===== config.mk =====
export PLATFORM = sky130hd
export DESIGN_NAME = incoming_event_sched
export DESIGN_NICKNAME = d
export VERILOG_FILES = /design/src/rtl/incoming_event_sched_pkg.sv /design/src/rtl/incoming_event_sched_ctx_hold_reg.sv /design/src/rtl/incoming_event_sched.sv
export SDC_FILE = /design/constraint.sdc
export NUM_CORES = 1
export LEC_CHECK = 0
export CORE_AREA = 2 2 549 551
export DETAILED_ROUTE_END_ITERATION = 8
export DIE_AREA = 0 0 551 553
export PLACE_DENSITY = 0.38
export REMOVE_ABC_BUFFERS = 1
export SETUP_SLACK_MARGIN = 0.2
export SYNTH_ARGS = -nofsm -noshare
export SYNTH_HDL_FRONTEND = slang
export SYNTH_HIERARCHICAL = 1
export SYNTH_SLANG_ARGS = --single-unit

===== constraint.sdc =====
create_clock -name clk -period 2.5 [get_ports clk]
set_input_delay 0.375 -clock clk [delete_from_list [all_inputs] [get_ports clk]]
set_output_delay 0.375 -clock clk [all_outputs]
set_load 0.02 [all_outputs]

===== src/rtl/incoming_event_sched_pkg.sv =====
// Shared definitions for the incoming event scheduler and the per-flow user logic:
// default widths, packet type codes, and the packed event / context layouts.
package incoming_event_sched_pkg;

    localparam int DEF_FLOW_ID_W = 10;
    localparam int DEF_EV_W      = 96;
    localparam int DEF_CTX_W     = 256;
    localparam int DEF_SEQ_W     = 32;

    // Packet type codes carried in the top byte of an event.
    typedef enum logic [7:0] {
        PKT_ACK  = 8'h01,
        PKT_NACK = 8'h02
    } pkt_type_e;

    // Event layout, MSB first (96 bits).
    typedef struct packed {
        pkt_type_e   pkt_type;
        logic [23:0] sack_tx_id;
        logic [31:0] sack;
        logic [31:0] cum_ack;
    } ev_t;

    // Per-flow context layout, MSB first (256 bits).
    typedef struct packed {
        logic [127:0] user;
        logic [31:0]  timer;
        logic [31:0]  snd_una;
        logic [31:0]  snd_nxt;
        logic [31:0]  cwnd;
    } ctx_t;

endpackage


===== src/rtl/incoming_event_sched_ctx_hold_reg.sv =====
// Stage-B context source: the memory read data is only valid on B's first
// cycle, so a stalled B keeps a private copy and presents that instead.
module ctx_hold_reg #(
    parameter int W = 256
) (
    input  logic         clk,
    input  logic         rst_n,
    input  logic         first,
    input  logic         capture,
    input  logic         advance,
    input  logic [W-1:0] rd_data,
    output logic [W-1:0] ctx
);

    logic [W-1:0] hold_q;
    logic         held_q;

    // Capture read data when B stalls on its first cycle; drop it once B moves on.
    always_ff @(posedge clk or negedge rst_n) begin
        if (!rst_n) begin
            hold_q <= '0;
            held_q <= 1'b0;
        end else if (capture) begin
            hold_q <= rd_data;
            held_q <= 1'b1;
        end else if (advance) begin
            held_q <= 1'b0;
        end
    end

    assign ctx = first ? rd_data : (held_q ? hold_q : '0);

endmodule


===== src/rtl/incoming_event_sched.sv =====
// Incoming ACK/NACK event scheduler: Issue (context read), Exec (user logic),
// Commit (context write + retransmit request). Same-flow events are held at
// issue while an older event of that flow is still in Exec or Commit, so the
// context read always sees the last committed write.
module incoming_event_sched
    import incoming_event_sched_pkg::*;
#(
    parameter int FLOW_ID_W = DEF_FLOW_ID_W,
    parameter int EV_W      = DEF_EV_W,
    parameter int CTX_W     = DEF_CTX_W,
    parameter int SEQ_W     = DEF_SEQ_W
) (
    input  logic                 clk,
    input  logic                 rst_n,
    input  logic                 ev_valid,
    output logic                 ev_ready,
    input  logic [FLOW_ID_W-1:0] ev_flow_id,
    input  logic [EV_W-1:0]      ev_data,
    output logic                 ctx_rd_en,
    output logic [FLOW_ID_W-1:0] ctx_rd_addr,
    input  logic [CTX_W-1:0]     ctx_rd_data,
    output logic                 udl_valid,
    output logic [EV_W-1:0]      udl_event,
    output logic [CTX_W-1:0]     udl_ctx,
    input  logic [CTX_W-1:0]     udl_ctx_new,
    input  logic                 udl_mark_rtx,
    input  logic [SEQ_W-1:0]     udl_rtx_start,
    input  logic [SEQ_W-1:0]     udl_rtx_end,
    output logic                 ctx_wr_en,
    output logic [FLOW_ID_W-1:0] ctx_wr_addr,
    output logic [CTX_W-1:0]     ctx_wr_data,
    output logic                 rtx_valid,
    input  logic                 rtx_ready,
    output logic [FLOW_ID_W-1:0] rtx_flow_id,
    output logic [SEQ_W-1:0]     rtx_start,
    output logic [SEQ_W-1:0]     rtx_end,
    output logic                 busy,
    output logic [31:0]          events_done
);

    // Exec stage
    logic                 b_valid;
    logic                 b_first;
    logic [FLOW_ID_W-1:0] b_flow;
    logic [EV_W-1:0]      b_event;

    // Commit stage
    logic                 c_valid;
    logic                 c_mark;
    logic [FLOW_ID_W-1:0] c_flow;
    logic [CTX_W-1:0]     c_ctx;
    logic [SEQ_W-1:0]     c_rtx_start;
    logic [SEQ_W-1:0]     c_rtx_end;

    logic [31:0]          ev_cnt_q;

    logic hazard;
    logic accept;
    logic b_adv;
    logic c_ret;

    assign c_ret  = c_valid & (!c_mark | rtx_ready);
    assign b_adv  = b_valid & (!c_valid | c_ret);
    assign hazard = (b_valid && (b_flow == ev_flow_id)) ||
                    (c_valid && (c_flow == ev_flow_id));
    // rst_n gates ready so nothing is accepted while reset is held.
    assign ev_ready = rst_n & !hazard & (!b_valid | b_adv);
    assign accept   = ev_valid & ev_ready;

    assign ctx_rd_en   = accept;
    assign ctx_rd_addr = ev_flow_id;

    // Issue -> Exec: register the accepted event; b_first marks the read-data cycle.
    always_ff @(posedge clk or negedge rst_n) begin
        if (!rst_n) begin
            b_valid <= 1'b0;
            b_first <= 1'b0;
            b_flow  <= '0;
            b_event <= '0;
        end else begin
            b_first <= accept;
            if (accept) begin
                b_valid <= 1'b1;
                b_flow  <= ev_flow_id;
                b_event <= ev_data;
            end else if (b_adv) begin
                b_valid <= 1'b0;
            end
        end
    end

    ctx_hold_reg #(
        .W (CTX_W)
    ) u_ctx_hold (
        .clk     (clk),
        .rst_n   (rst_n),
        .first   (b_first),
        .capture (b_valid & b_first & !b_adv),
        .advance (b_adv),
        .rd_data (ctx_rd_data),
        .ctx     (udl_ctx)
    );

    assign udl_valid = b_valid;
    assign udl_event = b_event;

    // Exec -> Commit: capture user-logic results; the write strobe fires only on entry.
    always_ff @(posedge clk or negedge rst_n) begin
        if (!rst_n) begin
            c_valid     <= 1'b0;
            c_mark      <= 1'b0;
            c_flow      <= '0;
            c_ctx       <= '0;
            c_rtx_start <= '0;
            c_rtx_end   <= '0;
            ctx_wr_en   <= 1'b0;
        end else begin
            ctx_wr_en <= b_adv;
            if (b_adv) begin
                c_valid     <= 1'b1;
                c_mark      <= udl_mark_rtx;
                c_flow      <= b_flow;
                c_ctx       <= udl_ctx_new;
                c_rtx_start <= udl_rtx_start;
                c_rtx_end   <= udl_rtx_end;
            end else if (c_ret) begin
                c_valid <= 1'b0;
            end
        end
    end

    // Retired-event counter, free-running modulo 2^32.
    always_ff @(posedge clk or negedge rst_n) begin
        if (!rst_n) begin
            ev_cnt_q <= '0;
        end else if (c_ret) begin
            ev_cnt_q <= ev_cnt_q + 32'd1;
        end
    end

    assign ctx_wr_addr = c_flow;
    assign ctx_wr_data = c_ctx;
    assign rtx_valid   = c_valid & c_mark;
    assign rtx_flow_id = c_flow;
    assign rtx_start   = c_rtx_start;
    assign rtx_end     = c_rtx_end;
    assign busy        = b_valid | c_valid;
    assign events_done = ev_cnt_q;

endmodule


# Word level (Yosys, flattened, before mapping)
# Cells that the tools add are included.
# word_totals
regBits	730
in_bits	687
elab_cells	47
# classes
add_sub_neg	1
n_eq_ne	2
muxes	7
bitwise_logic	12
n_reduce_logical	11
# op_table
op	n
two-way mux 256 bit	2
adder 32 x 1 -> 32 bit (second input constant)	1
== test 10 bit	2
AND 1 bit	8
nonzero test 2 bit	3
zero test 1 bit	5
two-way mux 1 bit	5
OR 1 bit	4
logical AND 1 bit	2
logical OR 1 bit	1

# Depth between registers and ports, before layout
# Gate-level depths: netlist of the first run.
# depth
ltp_word	9
depth_mapped	8

# Modules after synthesis
# The synthesis of the first run kept the hierarchy.
# modules_own_cells
module	n_inst	cells_per_inst	area_per_inst_um2
incoming_event_sched	1	1811	18174.9
ctx_hold_reg	1	862	12120.4

# Worst setup path after synthesis of the first run
# OpenSTA, ideal clock, no wires.
# synth_timing
path_type	register -> register
from	register ev_cnt_q[4] (netlist: events_done[4])
to	register ev_cnt_q[31] (netlist: events_done[31])
arrival_time_ps	1897
required_time_ps	2371
setup_slack_ps	475
path_stages_with_launch	6
n_path_buf	0
period_less_slack_ps	2025
path_cell_list	dfrtp_1 > and4_4 > nand3_2 > or3_4 > or4_4 > xnor2_2
# synth_via
elab_chain_cells	1
# synth_lines
item	line	source
start: declaration	incoming_event_sched.sv:55	logic [31:0] ev_cnt_q;
start signal: assignment	incoming_event_sched.sv:137	ev_cnt_q <= ev_cnt_q + 32'd1;
adder 32 x 1 -> 32 bit	incoming_event_sched.sv:137	
# No other way between the ends.
# A chain may end at the register's enable or synchronous reset.

# Worst setup path in the final report of the first run
# layout_timing
from	register b_first
to	output udl_ctx[90]
# layout_via
elab_chain_cells	1
# layout_lines
item	line	source
start: declaration	incoming_event_sched.sv:43	logic b_first;
start signal: assignment	incoming_event_sched.sv:81	b_first <= accept;
two-way mux 256 bit	incoming_event_sched_ctx_hold_reg.sv:31	assign ctx = first ? rd_data : (held_q ? hold_q : '0);
end: declaration	incoming_event_sched.sv:24	output logic [CTX_W-1:0] udl_ctx,
# No other way between the ends.

==> metrics.md, run 1 <==
| Metric | Value |
|---|---|
| Reg-to-reg startpoint | `b_first` |
| Final weighted congestion in routability-driven placement | `0.923` |
| ANT nets after route | `0` |
| Critical hold path startpoint | `udl_ctx_new[126]` |
| Shortest period the worst path allows | `2.95 ns` |
| Final setup slack of the worst path | `-0.448 ns` |
| RSZ-0062 raised after global routing | `true` |
| Count of mapped cells out of synthesis | `2,673` |
| Congestion Overflow GR | `0` |
| Fraction of layout instances using a drive strength above 1 | `22.4%` |
| Tot GR Track Use | `12.6%` |
| Top-Level Pins | `1,427` |
| Number of vias in the routed layout | `27,500` |
| Clock transition at path regs | `0.06 ns` |
| Post-route clock period utilization | `118%` |
| EDFF count, synth | `0` |
| Count of endpoints failing hold in the final timing report | `0` |
| Part of the Yosys area used for sequential elements | `60.3%` |
| Element type at the critical path end | `primary output` |
| Top cell type's share of synthesized area | `60.3%` |
| Kind of start point of the critical path | `flop` |
| Global-route track usage on met2 | `20.5%` |
| Per-instance average area after synthesis | `11.3 um^2` |
| Largest area contributor in the synthesized netlist | `dfrtp_1` |
| Post-route DRC violation count | `0` |
| Final standard cell area without fillers | `55,500 um^2` |
| Final Slew Violations | `0` |
| Aggregate routed wire length | `204,000 um` |
| Synth area leaders | `dfrtp_1 60%, mux2_2 13%, nand2_1 13%` |
| Count of filler cells inserted in the layout | `33,000` |
| I/O Buffers | `1,426` |
| Iteration-0 DRC Markers | `1,368` |
| CP Data Arrival Time | `2.57 ns` |
| Vias per inst | `3.29` |
| Number of buffers created by CTS | `106` |
| Met3 GRT Util | `6.32%` |
| Most frequently used cell type in the post-synthesis netlist | `nand2_1` |
| Power density of the placed cells | `722 nW/um^2` |
| Distinct cell type count after synthesis | `37` |
| Path type of the worst min-delay path | `in2reg` |
| Clock latency reported for the late side of the worst-skew pair | `0.84 ns` |
| First-pass GRT wire length | `265,000 um` |
| Setup-violating endpoint count in the final report | `261` |
| Data required time at the worst endpoint | `2.12 ns` |
| Mapped Area | `30,300 um^2` |
| Outcome | `complete, but fails checks` |
| Die Y-Extent | `553 um` |
| Detailed Place HPWL | `165,000 um` |
| Share of synthesized flip-flops with an asynchronous set or reset | `100%` |
| Clock sink count | `730` |
| Final nets | `4,985` |
| Core area | `299,000 um^2` |
| Warnings from Yosys | `6` |
| Largest net degree at the start of global routing | `131` |
| Area growth from synthesis to layout | `83.1%` |
| Die X | `551 um` |
| Worst Setup Path Type | `reg2out` |
| MaxCap Viol Count | `0` |
| Sequential cell area | `18,300 um^2` |
| Worst slew pin tran | `0.898 ns` |
| Buffers from clock root to sink, at most | `4` |
| Number of antenna violations at the first check in global routing | `133` |
| Site row count | `201` |
| TritonCTS clock tree | `yes` |
| Static leakage | `0.0245 uW` |
| Multi-input logic area | `11,300 um^2` |
| Worst hold margin | `0.0973 ns` |
| CTS Root Buffer Type | `clkbuf_16` |
| Post-Place Setup Slack | `-0.470 ns` |
| Worst slew margin | `40.1%` |
| Worst-case clock skew | `0.0613 ns` |
| Max Fclk | `339 MHz` |
| Top_reg_cell synth | `dfrtp_1` |
| Number of levels in the clock H-tree | `3` |
| Overall die area | `305,000 um^2` |
| First-pass detailed-route iteration total | `5` |
| Vias in the first global route | `28,700` |
| Global route hottest layer | `met2` |
| CP Max Fanout | `16` |
| Average detailed-routed wire length per instance | `24.3 um` |
| Violations in the final reports | `setup timing` |
| Max rail drop VDD | `0.518 mV` |
| Initial Util | `10.1%` |
| Post-synthesis sequential element count | `730` |
| Leading post-synthesis cells by instance count | `1,010 x nand2_1, 730 x dfrtp_1, 362 x mux2_2, 254 x a22o_1, 82 x clkbuf_1` |
| Worst Setup SP | `b_first` |
| Met1 layer usage reported by global route | `14.7%` |
| Placement-stage cell area | `50,300 um^2` |
==> routing by layer <==
metal / vias up / part of all wire, %
met4: 90 / 2.4
met3: 323 / 11
met5: - / 0.30
met1: 13600 / 40
li1: 12300 / -
met2: 1273 / 46
==> cells in the final DEF (no fill, tap or decap), types with 6 or more instances in the layout <==
cell,n
buf_2,17
a22o_1,229
clkbuf_1,24
nand4_1,8
buf_6,52
dlygate4sd2_1,27
nor2_1,6
mux2_2,362
clkbuf_2,38
clkbuf_16,113
xnor2_1,36
diode_2,31
buf_16,8
dlygate4sd3_1,109
clkinv_2,12
nand2_1,1009
xor2_1,9
buf_4,160
dfrtp_1,727
buf_12,66
a22o_4,25
clkbuf_4,7
and3_1,9
xnor2_2,6
clkbuf_8,27
clkdlybuf4s15_2,49
clkdlybuf4s50_1,1159
nand3_1,16
==> worst max-delay path: stages (launching register included) <==
cell	delay, ns
dfrtp_4	0.51
nor2b_4	0.20
buf_12	0.20
buf_16	0.19
clkbuf_16	0.19
a22o_1	0.14
clkdlybuf4s15_2	0.27
==> state kept, by name, indices dropped and copies added, names as in the netlist <==
signal	count
c_valid	1
b_first	1
u_ctx_hold/held_q	1
ctx_wr_en	1
u_ctx_hold/hold_q	256
events_done	32
udl_event	96
rtx_start	32
b_flow	10
ctx_wr_addr	10
ctx_wr_data	256
rtx_end	32
udl_valid	1
c_mark	1
==> logic make-up (layout without fill, tap and decap cells) <==
kind of cell	Yosys count	in the layout	synth area share [%]
buf+inv	197	1900	3.44
simple gates	1071	1071	13.7
flops	730	730	60.3
compound gates	260	260	7.48
fa+ha+maj	1	1	0.0413
mux	363	363	13.5
other cells	0	31	0
xor+xnor	51	51	1.50
==> repair_timing <==
item                       CTS  global route
hold buffers               109             0
pin swaps                    7             9
resized for setup          413           457
cloned                       2             8
setup buffers                6            15
hold endpoints to repair   220             0
setup endpoints to repair  734           873
==> stage by stage <==
stage                     setup TNS [ns]  instances  util (%)  power, uW
after global routing             -115.41       8341      18.5      42000
final                             -72.00       8365      18.6      40100
after CTS                        -126.50       8311      18.4      41000
after detailed placement          -26.09       8007      16.8      25100
after global placement            -40.89       8007      16.8      25100
after floorplan                 -9289.89       2481         -      18400
==> path summary, 6_finish.rpt <==
path                                     endpoint  slack, ns  cells after the start
setup / recovery                      udl_ctx[90]      -0.45                      6
hold / removal                   ctx_wr_data[126]        0.1                      3
setup reg to reg           u_ctx_hold/hold_q[214]          0                      9
hold reg to reg                  ctx_wr_data[209]       0.47                      2
max in group asynchronous         ctx_wr_data[53]       0.49                      4
min in group asynchronous          events_done[3]       0.56                      3
==> cell type report <==
type / count / share of cell area, %
flip-flops and latches: 730 / 32.9
repair buffers: 1708 / 31.4
multi-input cells: 1746 / 20.3
well taps: 3958 / 8.93
clock buffers: 157 / 5.61
clock inverters: 30 / 0.582
diodes: 31 / 0.140
inverters: 5 / 0.0474
==> power breakdown <==
part / switching, uW / leakage (uW) / internal [uW]
clock: 6200 / 0.00168 / 8910
combinational: 5570 / 0.0135 / 4770
sequential: 1120 / 0.00933 / 13500
total: 12900 / 0.0245 / 27200
(Power assumes the default switching activity.)
==> run 2, diff against run 1 <==
Settings changed: ABC_CLOCK_PERIOD_IN_PS from default to 2500.
==> results of run 2 <==
Same layout as run 1: the final DEF is identical, and so are final timing and power.
==> run 3, diff against run 2 <==
Settings changed: SKIP_CTS_REPAIR_TIMING from default to 1.
==> run 3 against run 2 <==
Net effect: the flow still finishes with violations (setup timing); core utilization down 0.25 points; clock skew shrank 0.0028 ns; critical path depth shrank 1; flip-flop and latch count unchanged; sequential share of layout area grew 0.45 points; register-to-register slack hardly changed; worst setup slack better by 0.068 ns; via count down 1.1%; final area is 1.3% lower; hold slack worse by 0.034 ns; combinational power hardly changed; largest power group unchanged.
==> metrics.md, run 3 (synthesis results as in run 1) <==
| Metric | Value |
|---|---|
| Outcome | `complete, but fails checks` |
| Violations in the final reports | `setup timing` |
| TritonCTS clock tree | `yes` |
| Final core occ | `18.3% (-0.25 points)` |
| Worst Setup Path Type | `reg2out` |
| Core area | `299,000 um^2 (unchanged)` |
| Number of levels in the clock H-tree | `3 (unchanged)` |
| Post-route setup TNS | `-72.56 ns (-0.552 ns)` |
| CTS Root Buffer Type | `clkbuf_16` |
| Power density of the placed cells | `730 nW/um^2 (+1.1%)` |
| Setup-violating endpoint count in the final report | `262 (+0.38%)` |
| I/O Buffers | `1,426 (unchanged)` |
| Number of buffers created by CTS | `106 (unchanged)` |
| Detailed Place HPWL | `165,000 um (unchanged)` |
| Vias per inst | `3.29 (about the same)` |
| RSZ-0062 raised after global routing | `true` |
| Static leakage | `0.0248 uW (+1.3%)` |
| Top-Level Pins | `1,427 (unchanged)` |
| Final setup slack of the worst path | `-0.380 ns (+0.0678 ns)` |
| Path type of the worst min-delay path | `in2reg` |
| Number of vias in the routed layout | `27,200 (-1.1%)` |
| Count of endpoints failing hold in the final timing report | `0 (unchanged)` |
| First-pass GRT wire length | `262,000 um (-0.98%)` |
| Data required time at the worst endpoint | `2.12 ns (about the same)` |
| Final Slew Violations | `0 (unchanged)` |
| Worst slew margin | `39.5% (-0.67 points)` |
| MaxCap Viol Count | `0 (unchanged)` |
| Overall die area | `305,000 um^2 (unchanged)` |
| Element type at the critical path end | `primary output` |
| Vias in the first global route | `28,200 (-2.0%)` |
| Hold Path Stages | `3 (unchanged)` |
| Cell depth of the worst flop-to-flop path | `8 (-1)` |
| Tot GR Track Use | `12.5% (-0.11 points)` |
| Hold-critical path endpoint | `ctx_wr_data[4]` |
| Final nets | `4,886 (-2.0%)` |
| End of the worst register-to-register path | `u_ctx_hold/hold_q[201]` |
| Site row count | `201 (unchanged)` |
| Shortest period the worst path allows | `2.88 ns (-0.0678 ns)` |
| Commonest non-fill, non-tap cell in the layout | `clkdlybuf4s50_1` |
| Largest net degree at the start of global routing | `131 (unchanged)` |
| Kind of start point of the critical path | `flop` |
| Post-route clock period utilization | `115% (-2.7 points)` |
| Placement-stage cell area | `50,300 um^2 (unchanged)` |
| Final standard cell area without fillers | `54,700 um^2 (-1.3%)` |
| Reg-to-reg startpoint | `b_first` |
| CP Data Arrival Time | `2.51 ns (-0.06 ns)` |
| Max Fclk | `347 MHz (+2.4%)` |
| Area growth from synthesis to layout | `80.7%` |
| Worst slew pin tran | `0.908 ns (+0.0101 ns)` |
| Aggregate routed wire length | `205,000 um (+0.72%)` |
| Final weighted congestion in routability-driven placement | `0.923 (unchanged)` |
| Buffers from clock root to sink, at most | `4 (unchanged)` |
| ANT nets after route | `0 (unchanged)` |
| Clock transition at path regs | `0.06 ns (about the same)` |
| Die Y-Extent | `553 um (unchanged)` |
| Max rail drop VDD | `0.522 mV (+0.84%)` |
| Critical hold path startpoint | `udl_ctx_new[4]` |
| Die X | `551 um (unchanged)` |
| Fraction of layout instances using a drive strength above 1 | `23.0% (+0.54 points)` |
| Clock latency reported for the late side of the worst-skew pair | `0.84 ns (about the same)` |
| Iteration-0 DRC Markers | `1,436 (+5.0%)` |
| Average detailed-routed wire length per instance | `24.8 um (+1.8%)` |
| Minimum setup slack among reg-to-reg paths | `-0.01 ns (about the same)` |
| First-pass detailed-route iteration total | `5 (unchanged)` |
| Post-route DRC violation count | `0 (unchanged)` |
| Worst-case clock skew | `0.0586 ns (-0.00276 ns)` |
| CP Max Fanout | `36 (+20)` |
| Initial Util | `10.1% (unchanged)` |
| Number of antenna violations at the first check in global routing | `139 (+4.5%)` |
| Highest-count cells in the layout ignoring fill and taps | `1,159 x clkdlybuf4s50_1, 1,009 x nand2_1, 725 x dfrtp_1, 362 x mux2_2, 227 x a22o_1` |
| Clock sink count | `730 (unchanged)` |
| Post-Place Setup Slack | `-0.470 ns (unchanged)` |
| Congestion Overflow GR | `0 (unchanged)` |
-- run 3: cell types whose count changed in the layout (fill, tap and decap cells not counted), sizes merged --
cell and change:
buf +50, clkbuf -6, clkdlybuf4s15 -52, diode +8
dlygate4sd2 -27, dlygate4sd3 -108, dlymetal6s2s +44
-- run 3: per-stage QoR --
stage,hold WS [ns],total power [uW],cells
floorplan,0.0794,18400,2481
global placement,0.434,25100,8007
detailed placement,0.432,25100,8007
CTS,-0.484,40800,8194
global route,0.00764,41900,8245
finish,0.0638,39900,8274
-- run 3: how the worst max path moves through the flow --
| stage | from | endpoint | slack, ns | depth (start not counted) |
|---|---|---|---|---|
| 3_3_place_gp | ev_flow_id[8] | ctx_rd_en | -0.62 | 7 |
| 6_report | b_first | udl_ctx[89] | -0.38 | 5 |
| 3_5_place_dp | ev_flow_id[8] | ctx_rd_en | -0.47 | 7 |
| 2_1_floorplan | b_first | u_ctx_hold/hold_q[0] | -13.90 | 3 |
| 5_1_grt | b_first | udl_ctx[225] | -0.50 | 6 |
| 4_1_cts | b_first | udl_ctx[72] | -1.05 | 6 |
-- run 3: worst max-delay path, stage by stage, from the launching register on --
cell and delay (ns):
dfrtp_4 0.52, buf_12 0.17, buf_16 0.15, clkbuf_16 0.31, a22o_4 0.29, buf_4 0.16
-- run 3: per-layer routing --
layer / global-route usage [%] / routed length, um
met3: 6.36 / 22900
met5: 0 / 630
met2: 20.2 / 94200
met4: 3.09 / 5390
met1: 14.6 / 81900
-- run 3: power breakdown --
group / switching [uW] / leakage (uW) / internal, uW
clock network: 6200 / 0.00168 / 8910
registers: 1120 / 0.00933 / 13500
logic: 5550 / 0.0138 / 4690
-- run 3: cell type report --
| type | count | area [um^2] |
|---|---|---|
| inverter | 5 | 26.3 |
| sequential | 730 | 18300 |
| antenna | 39 | 97.6 |
| multi-input combinational | 1746 | 11300 |
| tap | 3958 | 4950 |
| clock inverter | 30 | 323 |
| fill | 33000 | 244000 |
| timing repair buffer | 1609 | 16600 |
| clock buffer | 157 | 3110 |
